$ cat config.mk
export PLATFORM = sky130hd
export DESIGN_NAME = fetch
export DESIGN_NICKNAME = d
export VERILOG_FILES = /design/src/rtl/fetch.sv
export SDC_FILE = /design/constraint.sdc
export NUM_CORES = 1
export LEC_CHECK = 0
export ABC_AREA = 1
export CAP_MARGIN = 5
export CORE_ASPECT_RATIO = 1.1
export CORE_UTILIZATION = 44
export DETAILED_ROUTE_END_ITERATION = 8
export PLACE_DENSITY = 0.77
export SYNTH_ARGS = -nofsm -noshare
export SYNTH_HDL_FRONTEND = slang
export SYNTH_SLANG_ARGS = --single-unit
$ cat constraint.sdc
create_clock -name clk -period 5.82 [get_ports clk]
set_clock_uncertainty 0.15 [all_clocks]
set_input_delay 0.582 -clock clk [delete_from_list [all_inputs] [get_ports clk]]
set_output_delay 0.582 -clock clk [all_outputs]
set_load 0.01 [all_outputs]
$ cat src/rtl/fetch.sv
// Instruction fetch stage: owns the PC, issues word reads on the instruction bus,
// buffers returned words toward decode and restarts cleanly on a control redirect.
module fetch #(
    parameter logic [31:0] RESET_VECTOR = 32'h8000_0000,
    parameter int          FIFO_SLOTS   = 2
) (
    input  logic        clk,
    input  logic        rst,

    input  logic        fetch_req_i,
    input  logic [31:0] fetch_addr_i,

    output logic        ibus_req_valid_o,
    output logic [31:0] ibus_req_addr_o,
    input  logic        ibus_req_ready_i,
    input  logic        ibus_rsp_valid_i,
    input  logic [31:0] ibus_rsp_data_i,
    input  logic        ibus_rsp_err_i,
    output logic        ibus_rsp_ready_o,

    output logic        instr_valid_o,
    output logic [31:0] instr_o,
    output logic [31:0] instr_pc_o,
    output logic        instr_err_o,
    input  logic        instr_ready_i
);

    localparam int CW = $clog2(FIFO_SLOTS + 1);
    localparam int PW = $clog2(FIFO_SLOTS);

    // Program counter and request channel
    logic [31:0]   pc_q, pc_d;
    logic [31:0]   req_addr_q, req_addr_d;
    logic          req_pend_q, req_pend_d;
    logic          kill_pend_q, kill_pend_d;

    // Credit and stale-response bookkeeping
    logic [CW-1:0] out_cnt_q, out_cnt_d;
    logic [CW-1:0] discard_cnt_q, discard_cnt_d;
    logic [31:0]   rsp_pc_q, rsp_pc_d;

    // Instruction buffer
    logic [PW-1:0] rd_ptr_q, rd_ptr_d;
    logic [PW-1:0] wr_ptr_q, wr_ptr_d;
    logic [CW-1:0] fifo_cnt_q, fifo_cnt_d;
    logic [31:0]   fifo_data_q [FIFO_SLOTS];
    logic [31:0]   fifo_pc_q   [FIFO_SLOTS];
    logic          fifo_err_q  [FIFO_SLOTS];

    logic          flush;
    logic [31:0]   target;
    logic          req_acc;
    logic          rsp_acc;
    logic          rsp_drop;
    logic          push;
    logic          pop;
    logic          launch;
    logic          fifo_nonempty;
    logic [CW:0]   credit_used;

    always_comb begin
        flush         = fetch_req_i;
        target        = fetch_addr_i & 32'hFFFF_FFFC;
        req_acc       = req_pend_q && ibus_req_ready_i;
        rsp_acc       = ibus_rsp_valid_i;
        fifo_nonempty = (fifo_cnt_q != '0);
        credit_used   = {1'b0, out_cnt_q} + {1'b0, fifo_cnt_q};
        // Credit is judged on registered counts only, so a pop this cycle frees nothing yet.
        launch        = !req_pend_q && !flush && (credit_used < (CW+1)'(FIFO_SLOTS));
        rsp_drop      = rsp_acc && (discard_cnt_q != '0);
        push          = rsp_acc && !rsp_drop && !flush;
        pop           = fifo_nonempty && instr_ready_i && !flush;
    end

    always_comb begin
        out_cnt_d = out_cnt_q + CW'(req_acc) - CW'(rsp_acc);

        req_pend_d = req_pend_q;
        req_addr_d = req_addr_q;
        if (launch) begin
            req_pend_d = 1'b1;
            req_addr_d = pc_q;
        end else if (req_acc) begin
            req_pend_d = 1'b0;
        end

        pc_d     = pc_q;
        rsp_pc_d = rsp_pc_q;
        if (flush) begin
            pc_d     = target;
            rsp_pc_d = target;
        end else begin
            if (launch) pc_d = pc_q + 32'd4;
            if (push)   rsp_pc_d = rsp_pc_q + 32'd4;
        end

        // On redirect everything already on the bus, plus a request accepted now, is stale;
        // a request still waiting for acceptance is marked and counted once it goes out.
        if (flush) begin
            discard_cnt_d = out_cnt_d;
            kill_pend_d   = req_pend_q && !ibus_req_ready_i;
        end else begin
            discard_cnt_d = discard_cnt_q - CW'(rsp_drop) + CW'(req_acc && kill_pend_q);
            kill_pend_d   = req_acc ? 1'b0 : kill_pend_q;
        end

        if (flush) begin
            rd_ptr_d   = '0;
            wr_ptr_d   = '0;
            fifo_cnt_d = '0;
        end else begin
            rd_ptr_d   = rd_ptr_q + PW'(pop);
            wr_ptr_d   = wr_ptr_q + PW'(push);
            fifo_cnt_d = fifo_cnt_q + CW'(push) - CW'(pop);
        end
    end

    always_ff @(posedge clk or posedge rst) begin
        if (rst) begin
            pc_q          <= RESET_VECTOR;
            req_addr_q    <= RESET_VECTOR;
            req_pend_q    <= 1'b0;
            kill_pend_q   <= 1'b0;
            out_cnt_q     <= '0;
            discard_cnt_q <= '0;
            rsp_pc_q      <= RESET_VECTOR;
            rd_ptr_q      <= '0;
            wr_ptr_q      <= '0;
            fifo_cnt_q    <= '0;
        end else begin
            pc_q          <= pc_d;
            req_addr_q    <= req_addr_d;
            req_pend_q    <= req_pend_d;
            kill_pend_q   <= kill_pend_d;
            out_cnt_q     <= out_cnt_d;
            discard_cnt_q <= discard_cnt_d;
            rsp_pc_q      <= rsp_pc_d;
            rd_ptr_q      <= rd_ptr_d;
            wr_ptr_q      <= wr_ptr_d;
            fifo_cnt_q    <= fifo_cnt_d;
        end
    end

    // Storage needs no reset: every read of it is qualified by the entry count.
    for (genvar gi = 0; gi < FIFO_SLOTS; gi++) begin : g_slot
        always_ff @(posedge clk) begin
            if (push && (wr_ptr_q == PW'(gi))) begin
                fifo_data_q[gi] <= ibus_rsp_data_i;
                fifo_pc_q[gi]   <= rsp_pc_q;
                fifo_err_q[gi]  <= ibus_rsp_err_i;
            end
        end
    end

    always_comb begin
        ibus_req_valid_o = req_pend_q;
        ibus_req_addr_o  = req_addr_q;
        ibus_rsp_ready_o = 1'b1;
        instr_valid_o    = fifo_nonempty;
        instr_o          = fifo_nonempty ? fifo_data_q[rd_ptr_q] : 32'd0;
        instr_pc_o       = fifo_nonempty ? fifo_pc_q[rd_ptr_q]   : 32'd0;
        instr_err_o      = fifo_nonempty ? fifo_err_q[rd_ptr_q]  : 1'b0;
    end

    a_no_overflow: assert property (@(posedge clk) disable iff (rst)
        !(push && (fifo_cnt_q == CW'(FIFO_SLOTS))));
    a_no_underflow: assert property (@(posedge clk) disable iff (rst)
        !(rsp_acc && (out_cnt_q == '0)));

endmodule

==> impl_metrics.py <==
metrics = {
    "status": {
        "status": "completed",
    },
    "run": {
        "drv_cap": 0,
    },
    "cells_and_area": {
        "drive_gt1_share_pct": 5.255,
        "finalNetCount": 1396,
        "fillers": 1991,
        "seqCellArea_sq_um": 6291,
        "final_cell_mix": "nand2_1 (385), clkdlybuf4s50_1 (163), nor2_1 (129), edfxtp_1 (126), dfrtp_1 (96)",
        "area_growth_pct": 25.33,
        "final_common_cell": "nand2_1",
        "n_antenna_cell": 0,
        "multi_input_area_sq_um": 3608,
    },
    "detailed_routing": {
        "drtIter0Drc": 501,
        "routed_wl_um": 25480,
        "route.vias.total": 8389,
        "ant_nets": 0,
        "drc": 0,
        "routed_via_density": 5.140,
        "post_drt_wl_per_cell_um": 15.62,
        "dr.pass1.iters": 5,
    },
    "floorplanning": {
        "start_util_pct": 45.32,
        "die_w_um": 149.0,
        "core_sq_um": 23080,
        "num_io_pins": 171,
        "die_area_sq_um": 24390,
        "placementRows": 58,
        "die_y_um": 163.7,
    },
    "place": {
        "pre_cts_ws_ns": 1.644,
        "numPortBuffers": 163,
        "place.gp.congestion": 0.9002,
        "dp_hpwl_um": 17670,
    },
    "clock_tree": {
        "cts_setup_buffers": 0,
        "clkLatencyLatePin_ns": 0.52,
        "cts_buffer_depth": 3,
        "cts_tree": "done",
        "htreeDepth": 1,
        "cts.sink_count": 226,
        "numCtsBuffers": 24,
        "root_buffer": "clkbuf_16",
        "cts_resized": 0,
        "postCtsHoldBufs": 0,
        "clk_pin_slew_ns": 0.06,
    },
    "sta": {
        "relSlewSlack_pct": 43.39,
        "min_period_over_period_pct": 61.83,
        "min_period_ns": 3.599,
        "rsz0062_at_grt": "false",
        "setup_ws_ns": 2.221,
        "tightestPinTransition_ns": 0.8471,
        "fin_setup_tns_ns": 0,
        "hold_viol": 0,
        "slew_violations": 0,
        "max_freq_ghz": 0.2779,
        "finalSetupViolCount": 0,
    },
    "logic_synthesis": {
        "synthArstFlopShare_pct": 44.25,
        "ys_ff_latch": 226,
        "synth_seq_area_share_pct": 60.15,
        "yosysUniqueCellTypes": 40,
        "synth_area_sq_um": 10460,
        "synthFlopType": "edfxtp_1",
        "syn_area_per_cell_sq_um": 9.038,
        "synth_top_area_share_pct": 36.18,
        "ys_top_cells_by_area": "edfxtp_1 (36%), dfrtp_1 (23%), nand2_1 (14%)",
        "yosys.area.top_type": "edfxtp_1",
        "yosysWarningCount": 0,
        "synth_edf_count": 126,
        "syn_inst": 1157,
    },
    "global_routing": {
        "grt_pass1_vias": 7969,
        "grt_max_degree": 65,
        "grt_usage_pct": 21.16,
        "antenna_found_initial": 0,
        "grt_pass1_wl_um": 40920,
        "grt-ovfl-total": 0,
    },
    "critical_path": {
        "critPathLaunchType": "primary input",
        "crit_arrival_ns": 3.64,
        "crit_path_max_fanout": 28,
        "critPathKind": "in -> reg",
        "reg2reg_slack_ns": 2.36,
        "critPathCaptureType": "flip-flop",
        "crit_required_ns": 5.87,
    },
    "worst_hold_path": {
        "hold_class": "reg -> reg",
    },
    "power_and_ir_drop": {
        "power_density_nw_per_um2": 413.5,
        "irDropWorstVdd_mv": 0.2707,
        "leakage_nw": 5.323,
    },
}
[per-stage QoR]
stage               instances  total power, mW  hold slack [ns]  util, %  cell area [sq um]
floorplan                1160            3.225           0.3243        -              10470
global placement         1588            3.920           0.3220    53.52              12350
detailed placement       1588            3.977           0.3299    53.52              12350
CTS                      1632            5.464           0.3466    56.79              13110
global route             1632            5.753           0.3701    56.79              13110
finish                   1632            5.419           0.3437    56.79              13110
[metal layers]
metal	GRT usage, %	wire, um	vias to the layer above
li1	-	-	4090
met1	29.11	10930	3957
met2	35.60	12250	315
met3	3.278	1982	27
met4	4.035	325	0
met5	0	0	-
[cells by family after synthesis]
family,synth area share [%]
XOR/XNOR,1.256
buffers and inverters,5.575
other,0.07181
AO/OA/AOI/OAI,7.035
flip-flops,60.15
AND/OR/NAND/NOR,24.53
adder cells (fa/ha/maj),1.388
[critical path, cell delays in order]
cell	delay, ns
clkdlybuf4s50_1	0.50
inv_1	0.09
nor3_4	0.36
nand2_1	0.26
inv_1	0.60
ha_2	0.84
buf_4	0.39
[sequential cells by signal, indices dropped and copies added (netlist names)]
register / flops
out_cnt_q: 2
fifo_pc_q: 60
fifo_data_q: 64
discard_cnt_q: 2
wr_ptr_q: 1
fifo_err_q: 2
rsp_pc_q: 30
ibus_req_addr_o: 30
rd_ptr_q: 1
kill_pend_q: 1
pc_q: 30
ibus_req_valid_o: 1
fifo_cnt_q: 2
[final timing paths]
path,from,to,cells past startpoint
setup / recovery,ibus_rsp_valid_i,fifo_pc_q[0][26],7
hold / removal,ibus_req_addr_o[2],ibus_req_addr_o[2],1
setup reg to reg,discard_cnt_q[1],fifo_pc_q[0][26],5
hold reg to reg,ibus_req_addr_o[2],ibus_req_addr_o[2],1
max in group asynchronous,rst,ibus_req_addr_o[31],3
min in group asynchronous,rst,ibus_req_addr_o[4],2
[cell usage after synthesis (all sizes together) (5+ instances only)]
library cell  count
buf              27
nand4            14
xnor2             6
a21oi            71
inv              98
nor2            137
o211ai           11
nand3b            7
nand2           386
nor3              5
xor2              9
clkbuf           18
nand3            68
ha               10
edfxtp          126
o21ai            47
dfrtp            97
[power by group]
group          leakage [nW]  total (mW)  internal (mW)  switching (mW)
Combinational          2.60        1.65          0.705           0.943
Clock                 0.375        1.46          0.849           0.614
Sequential             2.35        2.31           2.04           0.268
Total                  5.32        5.42           3.59            1.83
[final cells by class]
type / count / area share [%]
flip-flops and latches: 226 / 48.00
multi-input cells: 791 / 27.53
repair buffers: 173 / 13.02
clock buffers: 29 / 4.726
well taps: 300 / 2.864
inverters: 98 / 2.826
clock inverters: 15 / 1.031
Note: power is estimated with default switching activity, not from simulation.
